[src/rtl/serial_rx_align_par.sv]
// Serial receive path with comma-based word alignment.
// One serial bit is shifted in per clk_32f edge. Consecutive aligned commas
// establish word lock. Once locked, non-comma words are presented in
// parallel with a one-cycle valid pulse and a round-robin lane tag. Lock is
// dropped after a configurable run of data words with no comma.
module serial_rx_align_par #(
    parameter int               WIDTH      = 8,
    parameter logic [WIDTH-1:0] COMMA      = WIDTH'(8'hBC),
    parameter int               LOCK_COUNT = 4,
    parameter int               NCH        = 4,
    parameter int               LOSS_WORDS = 16,
    localparam int              LW         = (NCH > 1) ? $clog2(NCH) : 1
) (
    input  logic             clk_32f,
    input  logic             reset,
    input  logic             data_in,
    output logic [WIDTH-1:0] data_out,
    output logic             valid_out,
    output logic [LW-1:0]    lane_out,
    output logic             active,
    output logic             comma_out
);

    // Counter widths sized to hold their terminal values.
    localparam int BW      = $clog2(WIDTH);
    localparam int CW      = $clog2(LOCK_COUNT + 1);
    localparam int GW      = (LOSS_WORDS > 0) ? $clog2(LOSS_WORDS + 1) : 1;
    localparam int LOSS_M1 = (LOSS_WORDS > 0) ? (LOSS_WORDS - 1) : 0;

    typedef enum logic [1:0] {
        S_SEARCH,
        S_ALIGN,
        S_LOCKED
    } state_t;

    state_t           state_q, state_d;
    // Only the newest WIDTH-1 bits are ever needed: together with data_in
    // they form the full candidate word.
    logic [WIDTH-2:0] sr_q, sr_d;
    logic [BW-1:0]    bit_cnt_q, bit_cnt_d;
    logic [CW-1:0]    comma_cnt_q, comma_cnt_d;
    logic [GW-1:0]    gap_cnt_q, gap_cnt_d;
    logic [LW-1:0]    lane_ptr_q, lane_ptr_d;
    logic [WIDTH-1:0] data_q, data_d;
    logic             valid_q, valid_d;
    logic [LW-1:0]    lane_q, lane_d;
    logic             active_q, active_d;
    logic             comma_q, comma_d;

    logic [WIDTH-1:0] nxt;
    logic             boundary;
    logic             is_comma;
    logic             enter_lock;
    logic [LW-1:0]    lane_inc;

    // State register with asynchronous active-low clear.
    always_ff @(posedge clk_32f or negedge reset) begin
        if (!reset) begin
            state_q     <= S_SEARCH;
            sr_q        <= '0;
            bit_cnt_q   <= '0;
            comma_cnt_q <= '0;
            gap_cnt_q   <= '0;
            lane_ptr_q  <= '0;
            data_q      <= '0;
            valid_q     <= 1'b0;
            lane_q      <= '0;
            active_q    <= 1'b0;
            comma_q     <= 1'b0;
        end else begin
            state_q     <= state_d;
            sr_q        <= sr_d;
            bit_cnt_q   <= bit_cnt_d;
            comma_cnt_q <= comma_cnt_d;
            gap_cnt_q   <= gap_cnt_d;
            lane_ptr_q  <= lane_ptr_d;
            data_q      <= data_d;
            valid_q     <= valid_d;
            lane_q      <= lane_d;
            active_q    <= active_d;
            comma_q     <= comma_d;
        end
    end

    // Next-state logic: every decision looks at the word completed by this
    // edge's bit, so results register on the edge sampling the last bit.
    always_comb begin
        nxt         = {sr_q, data_in};
        boundary    = (bit_cnt_q == BW'(WIDTH - 1));
        is_comma    = (nxt == COMMA);
        lane_inc    = (lane_ptr_q == LW'(NCH - 1)) ? '0 : lane_ptr_q + 1'b1;
        enter_lock  = 1'b0;

        state_d     = state_q;
        sr_d        = nxt[WIDTH-2:0];
        bit_cnt_d   = boundary ? '0 : bit_cnt_q + 1'b1;
        comma_cnt_d = comma_cnt_q;
        gap_cnt_d   = gap_cnt_q;
        lane_ptr_d  = lane_ptr_q;
        data_d      = data_q;
        valid_d     = 1'b0;
        lane_d      = lane_q;
        active_d    = active_q;
        comma_d     = 1'b0;

        case (state_q)
            S_SEARCH: begin
                // Bit-wise hunt: the comma sets the word phase.
                bit_cnt_d = '0;
                if (is_comma) begin
                    comma_cnt_d = CW'(1);
                    if (LOCK_COUNT == 1) begin
                        enter_lock = 1'b1;
                    end else begin
                        state_d = S_ALIGN;
                    end
                end
            end
            S_ALIGN: begin
                if (boundary) begin
                    if (is_comma) begin
                        comma_cnt_d = comma_cnt_q + 1'b1;
                        if (comma_cnt_q == CW'(LOCK_COUNT - 1)) begin
                            enter_lock = 1'b1;
                        end
                    end else begin
                        // Phase guess was wrong; resume hunting at the next bit.
                        comma_cnt_d = '0;
                        state_d     = S_SEARCH;
                    end
                end
            end
            S_LOCKED: begin
                if (boundary) begin
                    lane_ptr_d = lane_inc;
                    if (is_comma) begin
                        comma_d   = 1'b1;
                        gap_cnt_d = '0;
                    end else begin
                        data_d    = nxt;
                        valid_d   = 1'b1;
                        lane_d    = lane_ptr_q;
                        // Saturate so an unlimited gap (loss disabled) never wraps.
                        gap_cnt_d = (&gap_cnt_q) ? gap_cnt_q : gap_cnt_q + 1'b1;
                        if (LOSS_WORDS != 0 && gap_cnt_q == GW'(LOSS_M1)) begin
                            // The word that exhausts the gap budget is still delivered.
                            state_d     = S_SEARCH;
                            active_d    = 1'b0;
                            comma_cnt_d = '0;
                            gap_cnt_d   = '0;
                        end
                    end
                end
            end
            default: begin
                state_d = S_SEARCH;
            end
        endcase

        // Common lock entry from SEARCH (single-comma lock) or ALIGN.
        if (enter_lock) begin
            state_d    = S_LOCKED;
            active_d   = 1'b1;
            lane_d     = '0;
            lane_ptr_d = '0;
            gap_cnt_d  = '0;
        end
    end

    assign data_out  = data_q;
    assign valid_out = valid_q;
    assign lane_out  = lane_q;
    assign active    = active_q;
    assign comma_out = comma_q;

endmodule

[config.mk]
export PLATFORM = sky130hd
export DESIGN_NAME = serial_rx_align_par
export DESIGN_NICKNAME = d
export VERILOG_FILES = /design/src/rtl/serial_rx_align_par.sv
export SDC_FILE = /design/constraint.sdc
export NUM_CORES = 1
export LEC_CHECK = 0
export ABC_AREA = 1
export CAP_MARGIN = 5
export CORE_ASPECT_RATIO = 0.75
export CORE_MARGIN = 2
export CORE_UTILIZATION = 45
export CTS_BUF_LIST = sky130_fd_sc_hd__clkbuf_8
export DETAILED_ROUTE_END_ITERATION = 10
export PLACE_DENSITY = 0.65
export SLEW_MARGIN = 20
export SYNTH_ARGS = -nofsm -noshare
export SYNTH_HDL_FRONTEND = slang
export SYNTH_SLANG_ARGS = --single-unit
[constraint.sdc]
create_clock -name clk_32f -period 3.15 [get_ports clk_32f]
set_input_delay 0.63 -clock clk_32f [delete_from_list [all_inputs] [get_ports clk_32f]]
set_output_delay 0.63 -clock clk_32f [all_outputs]
set_load 0.01 [all_outputs]
==> results_dict.tcl, run 1 <==
set metrics [dict create \
    critPathMaxStageDelay_ns 0.42 \
    flow.area_growth_from_synthesis_pct 18.85 \
    initial_core_util_pct 46.47 \
    min_path_type "reg -> reg" \
    die_extent_in_x_um 74.54 \
    static-leakage-power_nw 1.019 \
    share_of_the_synthesized_area_in_the_top_cell_type_pct 52.16 \
    post_synth_and_or_nand_nor_area_fraction_pct 30.18 \
    clock_insertion_delay_worst_skew_ns 0.29 \
    vdd.ir_drop.worst_uv 353.5 \
    cp_slowest_cell "sky130_fd_sc_hd__clkdlybuf4s50_1" \
    drcViolationCount 0 \
    drtIter0Drc 56 \
    num_vias 1218 \
    clkSinkCount 35 \
    drv_slew 0 \
    fin_crit_ns 1.946 \
    clk_transition_reported_paths_ns 0.07 \
    io-pin-count 16 \
    status "complete, no violations" \
    netlist_top_cells_area "sky130_fd_sc_hd__dfrtp_1, sky130_fd_sc_hd__nand2_1, sky130_fd_sc_hd__ha_1, sky130_fd_sc_hd__inv_1, sky130_fd_sc_hd__nand3_1" \
    cts_made_buffers 5 \
    number_of_distinct_standard_cells_referenced_by_the_synthesized_netlist 22 \
    antenna_found_initial 0 \
    die_area_mm2 0.004241 \
    final_cell_count_no_fill 262 \
    syn-num-nets 202 \
    rsz0062_at_grt "no" \
    floorplan.core_area_mm2 0.003613 \
    globalRouteTotalUtil_pct 17.08 \
    pin_count_of_the_biggest_net_entering_global_routing 36 \
    wirelength_mm 2.986 \
    wire_per_inst_um 11.40 \
    port_buffers 15 \
    cts_repair_resize_count 0 \
    async_flop_share_pct 100.0 \
    post-route-period-util_pct 61.77 \
    floorplan.rows 19 \
    final_layout_size_suffix_gt1_share_pct 10.95 \
    drt.antenna.violating_nets 0 \
    ys_seq_elements 35 \
    dp_cells 254 \
    worst_slew_margin_rel_pct 71.53 \
    synth.avg_cell_area_um2 8.931 \
    cts_setup_buffers 0 \
    gpl.final_weighted_congestion 0.7747 \
    post_synthesis_instance_area_mm2 0.001679 \
    mux_cell_area_share_after_synthesis_pct 0 \
    ctsRootBufferMaster "sky130_fd_sc_hd__clkbuf_8" \
    hpwlAfterDp_mm 2.280 \
    final_count_of_negative_setup_slack_endpoints 0 \
    cp-start-kind "input port" \
    synthDominantAreaCellType "sky130_fd_sc_hd__dfrtp_1" \
    setup-tns-final_ns 0 \
    synth_fa_ha_area_share_pct 8.197 \
    synth_top_cells_by_count "sky130_fd_sc_hd__nand2_1, sky130_fd_sc_hd__dfrtp_1, sky130_fd_sc_hd__inv_1" \
    firstDrtPassIters 4 \
    pwr_dens_mw_per_mm2 559.3 \
    timing_worst_setup_path_type "in -> reg" \
    cp_data_required_time_ns 3.33 \
    synth-compound-area-share_pct 3.800 \
    largest_family_of_logic_cells_by_synthesized_area "simple AND/OR/NAND/NOR gates" \
    first_global_vias 1244 \
    tightestPinTransition_ns 0.4270 \
    cts_tree "yes" \
    synth-xor-area-share_pct 0.5216 \
    finish.net_count 223 \
    die-height_um 56.90 \
    achievable-frequency_mhz 513.9 \
    post_synthesis_instance_total 188 \
    worst_path_most_repeated_cell "sky130_fd_sc_hd__nand2_1" \
    crit_path_max_fanout 11 \
    synth_top_flop_cell "sky130_fd_sc_hd__dfrtp_1" \
    synth-edff-count 0 \
    grt_first_pass_wirelength_mm 5.451 \
    yosys_warnings 0 \
    avgViaCountPerCell 4.649 \
    grt-ovfl-total 0 \
    synth_sequential_area_ratio_pct 52.16 \
    ctsLongestPathBuffers 2 \
    h-tree-depth 2 \
    timing.final.hold_violations 0 \
    cp_arrival_ns 2.13 \
    maxCapViolCount 0 \
    num_antenna_cells 0 \
    worst_setup_path_end_kind "flop" \
    worstPathCellList "clkdlybuf4s50_1 -> inv_1 -> nand2_1 -> nor2_4 -> nand2_2 -> nor2_1 -> nand2_1 -> nand2_2 -> nand2_1 -> nand2_1 -> nand2_1" \
    holdBufCountCts 0 \
    synth_most_common_cell "sky130_fd_sc_hd__nand2_1" \
    fin_worst_skew_ns 0.004023 \
]
cells in the final DEF, fill, tap and decap left out, drive strengths merged:
master | Yosys | routed
xor2 | 1 | 1
nand4 | 1 | 1
nor3 | 3 | 3
nand3b | 1 | 1
a21oi | 1 | 1
buf | 2 | 1
o21ai | 11 | 11
nand3 | 13 | 13
clkdlybuf4s50 | 0 | 15
nor3b | 1 | 1
nand2 | 74 | 74
ha | 11 | 11
dfrtp | 35 | 35
inv | 18 | 18
bufinv | 0 | 1
clkbuf | 0 | 5
nor2 | 16 | 16
clkinv | 0 | 2
per-stage QoR:
stage	power [W]	hold WS [ns]	setup slack (ns)	cell area [um^2]	util [%]
after CTS	0.001127	0.3779	1.201	1996	55.23
after detailed placement	0.0007231	0.3603	0.9003	1883	52.11
after global routing	0.001182	0.3977	1.023	1996	55.23
after floorplan	0.0006735	0.3344	1.599	1679	-
after global placement	0.0007133	0.3605	0.9162	1883	52.11
final	0.001116	0.3770	1.204	1996	55.23
worst paths after layout:
path | from | end | slack (ns) | depth (start not counted)
setup / recovery | data_in | gap_cnt_q[1] | 1.20 | 11
min in group asynchronous | reset | sr_q[0] | 0.75 | 2
hold / removal | sr_q[5] | sr_q[6] | 0.38 | 0
max in group asynchronous | reset | comma_cnt_q[2] | 2.10 | 2
setup reg to reg | bit_cnt_q[0] | active | 1.44 | 8
hold reg to reg | sr_q[5] | sr_q[6] | 0.38 | 0
layout make-up:
type	instances	area (um^2)
repair buffers	16	157.7
inverters	18	67.56
fillers	336	1618
multi-input cells	133	716.9
well taps	52	65.06
flip-flops and latches	35	875.8
clock buffers	5	68.82
clock inverters	3	43.79
report_power, final:
part / internal, W / total [W] / leakage (nW) / switching, W
clock: 0.000235 / 0.000404 / 0.0581 / 0.000168
combinational: 0.0000773 / 0.000210 / 0.504 / 0.000133
sequential: 0.000481 / 0.000502 / 0.457 / 0.0000214
logic make-up after synthesis:
group | Yosys count
and+or+nand+nor | 109
AOI/OAI and AO/OA | 12
buffers and inverters | 20
DFF | 35
adders and majority gates | 11
xor gates and xnor gates | 1
worst max-delay path: cells and delay by family:
| family | cells | cell delay [ns] |
|---|---|---|
| buffers and inverters | 2 | 0.50 |
| AND/OR/NAND/NOR | 9 | 0.99 |
sequential cells by signal, indices dropped and copies added (netlist names):
register,count
data_out,8
active,1
valid_out,1
bit_cnt_q,3
comma_cnt_q,3
gap_cnt_q,5
sr_q,7
state_q,2
lane_ptr_q,2
comma_out,1
lane_out,2
metal layers:
layer | up-vias | part of all wire, % | track usage, %
met5 | - | 0 | 0
met4 | 0 | 1.3 | 6.888
met3 | 5 | 5.2 | 4.847
met2 | 28 | 43 | 24.78
met1 | 556 | 50 | 24.08
li1 | 629 | - | -
Note: power is estimated with default switching activity, not from simulation.
==> inputs of run 2 (changes only) <==
--- a/config.mk
+++ b/config.mk
@@ -12,7 +12,7 @@
 export CORE_UTILIZATION = 45
 export CTS_BUF_LIST = sky130_fd_sc_hd__clkbuf_8
 export DETAILED_ROUTE_END_ITERATION = 10
-export PLACE_DENSITY = 0.65
+export PLACE_DENSITY = 0.68
 export SLEW_MARGIN = 20
 export SYNTH_ARGS = -nofsm -noshare
 export SYNTH_HDL_FRONTEND = slang
==> constraint.sdc (replaced) <==
create_clock -name clk_32f -period 1.65 [get_ports clk_32f]
set_input_delay 0.33 -clock clk_32f [delete_from_list [all_inputs] [get_ports clk_32f]]
set_output_delay 0.33 -clock clk_32f [all_outputs]
set_load 0.01 [all_outputs]
==> results_dict.tcl, run 2 (synthesis gave the netlist of run 1 again) <==
set metrics [dict create \
    finish.net_count 238 \
    num_vias 1265 \
    avgViaCountPerCell 4.567 \
    regArea_um2 875.8 \
    first_global_vias 1195 \
    fillers 327 \
    clkSinkCount 35 \
    final_layout_size_suffix_gt1_share_pct 20.00 \
    fin_worst_skew_ns 0.006673 \
    initial_core_util_pct 46.47 \
    cts_made_buffers 5 \
    cp-start-kind "flop" \
    maxCapViolCount 0 \
    timing.final.hold_violations 0 \
    largest_reg_flops 8 \
    critical_path.reg2reg.endpoint "comma_cnt_q[0]" \
    hold_path.startpoint "sr_q[5]" \
    globalRouteTotalUtil_pct 16.50 \
    grt_first_pass_wirelength_mm 5.126 \
    clk_transition_reported_paths_ns 0.07 \
    dp_cells 269 \
    min_path_type "reg -> reg" \
    ctsLongestPathBuffers 2 \
    io-pin-count 16 \
    die_extent_in_x_um 74.54 \
    crit_path_max_fanout 4 \
    final_count_of_negative_setup_slack_endpoints 0 \
    pwr_dens_mw_per_mm2 923.0 \
    layout.core_utilization_pct 58.97 \
    vdd.ir_drop.worst_uv 597.8 \
    cp_data_required_time_ns 1.83 \
    post-route-period-util_pct 92.84 \
    wire_per_inst_um 10.23 \
    multiInputGateArea_um2 742.0 \
    cts_tree "yes" \
    final_cell_count_no_fill 277 \
    clock_insertion_delay_worst_skew_ns 0.29 \
    h-tree-depth 2 \
    floorplan.core_area_mm2 0.003613 \
    whs_path_depth 0 \
    worst_slew_margin_rel_pct 84.08 \
    grt-ovfl-total 0 \
    cp_arrival_ns 1.71 \
    critPathMaxStageDelay_ns 0.39 \
    pin_count_of_the_biggest_net_entering_global_routing 36 \
    num_antenna_cells 0 \
    drt.antenna.violating_nets 0 \
    rsz0062_at_grt "no" \
    status "complete, no violations" \
    gpl.final_weighted_congestion 0.8004 \
    flow.area_growth_from_synthesis_pct 26.90 \
    cts_setup_buffers 0 \
    worstHoldEndpoint "sr_q[6]" \
    hold-worst-slack_ns 0.3761 \
    hpwlAfterDp_mm 2.127 \
    die-height_um 56.90 \
    floorplan.rows 19 \
    worstPathCellList "inv_1 -> ha_1 -> inv_1 -> nand2_1 -> a21oi_1 -> o21ai_2 -> o21ai_0 -> nand2_1" \
    timing.reg2reg.setup_slack_ns 0.12 \
    cp.buffers_inverters 2 \
    layout_commonest_cell "sky130_fd_sc_hd__nand2_1" \
    timing.reg2reg.worst_path_depth 8 \
    tightestPinTransition_ns 0.2388 \
    timing_worst_setup_path_type "reg -> reg" \
    commonest_cells_after_routing_fill_and_taps_aside "sky130_fd_sc_hd__nand2_1, sky130_fd_sc_hd__dfrtp_1, sky130_fd_sc_hd__inv_1" \
    antenna_found_initial 0 \
    critical_path.reg2reg.startpoint "state_q[1]" \
    firstDrtPassIters 4 \
    drcViolationCount 0 \
    drtIter0Drc 42 \
    die_area_mm2 0.004241 \
    ctsRootBufferMaster "sky130_fd_sc_hd__clkbuf_8" \
    fin_crit_ns 1.532 \
    cp_slowest_cell "sky130_fd_sc_hd__dfrtp_1" \
    wirelength_mm 2.833 \
    drv_slew 0 \
    port_buffers 15 \
    achievable-frequency_mhz 652.8 \
    cp_top_family "compound AO/OA/AOI/OAI gates" \
    static-leakage-power_nw 1.086 \
    worst_setup_path_end_kind "flop" \
]
[run 2: per-layer routing]
layer  GRT usage, %  share of wire [%]  up-vias
li1               -                  -      663
met1          23.69                 52      576
met2          22.63                 41       21
met3          4.847                4.0        5
met4          8.418                2.0        0
met5              0                  0        -
[run 2: cell type report]
class | instances | share of cell area, %
sequential | 35 | 41.10
multi-input combinational | 133 | 34.82
clock inverter | 3 | 0.7634
tap | 52 | 3.053
inverter | 18 | 3.171
clock buffer | 5 | 3.230
timing repair buffer | 31 | 13.86
[run 2: worst max path at each step]
stage | to | depth (start not counted) | slack (ns) | from
2_1_floorplan | active | 8 | 0.14 | bit_cnt_q[0]
3_3_place_gp | state_q[1] | 12 | -0.11 | data_in
3_5_place_dp | state_q[1] | 12 | -0.13 | data_in
4_1_cts | state_q[1] | 8 | 0.09 | bit_cnt_q[0]
5_1_grt | state_q[0] | 9 | 0.00002 | bit_cnt_q[0]
6_report | comma_cnt_q[0] | 8 | 0.12 | state_q[1]
[run 2: timing repair]
action,in CTS,in global routing
gates resized for setup,0,11
setup endpoints to repair,0,11
hold buffers,0,0
[run 2: report_power, final]
part | switching [W] | leakage, nW | internal [W]
Combinational | 0.000256 | 0.584 | 0.000154
Clock | 0.000311 | 0.0453 | 0.000288
Sequential | 0.0000396 | 0.457 | 0.000918
[run 2: through the flow]
| stage | total power, W | instance area, um^2 | setup WS (ns) | TNS (ns) |
|---|---|---|---|---|
| after floorplan | 0.001286 | 1679 | 0.1402 | 0 |
| after global placement | 0.001370 | 2021 | -0.1116 | -1.158 |
| after detailed placement | 0.001381 | 2021 | -0.1278 | -1.405 |
| after CTS | 0.001988 | 2106 | 0.09266 | 0 |
| after global routing | 0.002090 | 2131 | 0.00002454 | 0 |
| final | 0.001967 | 2131 | 0.1181 | 0 |
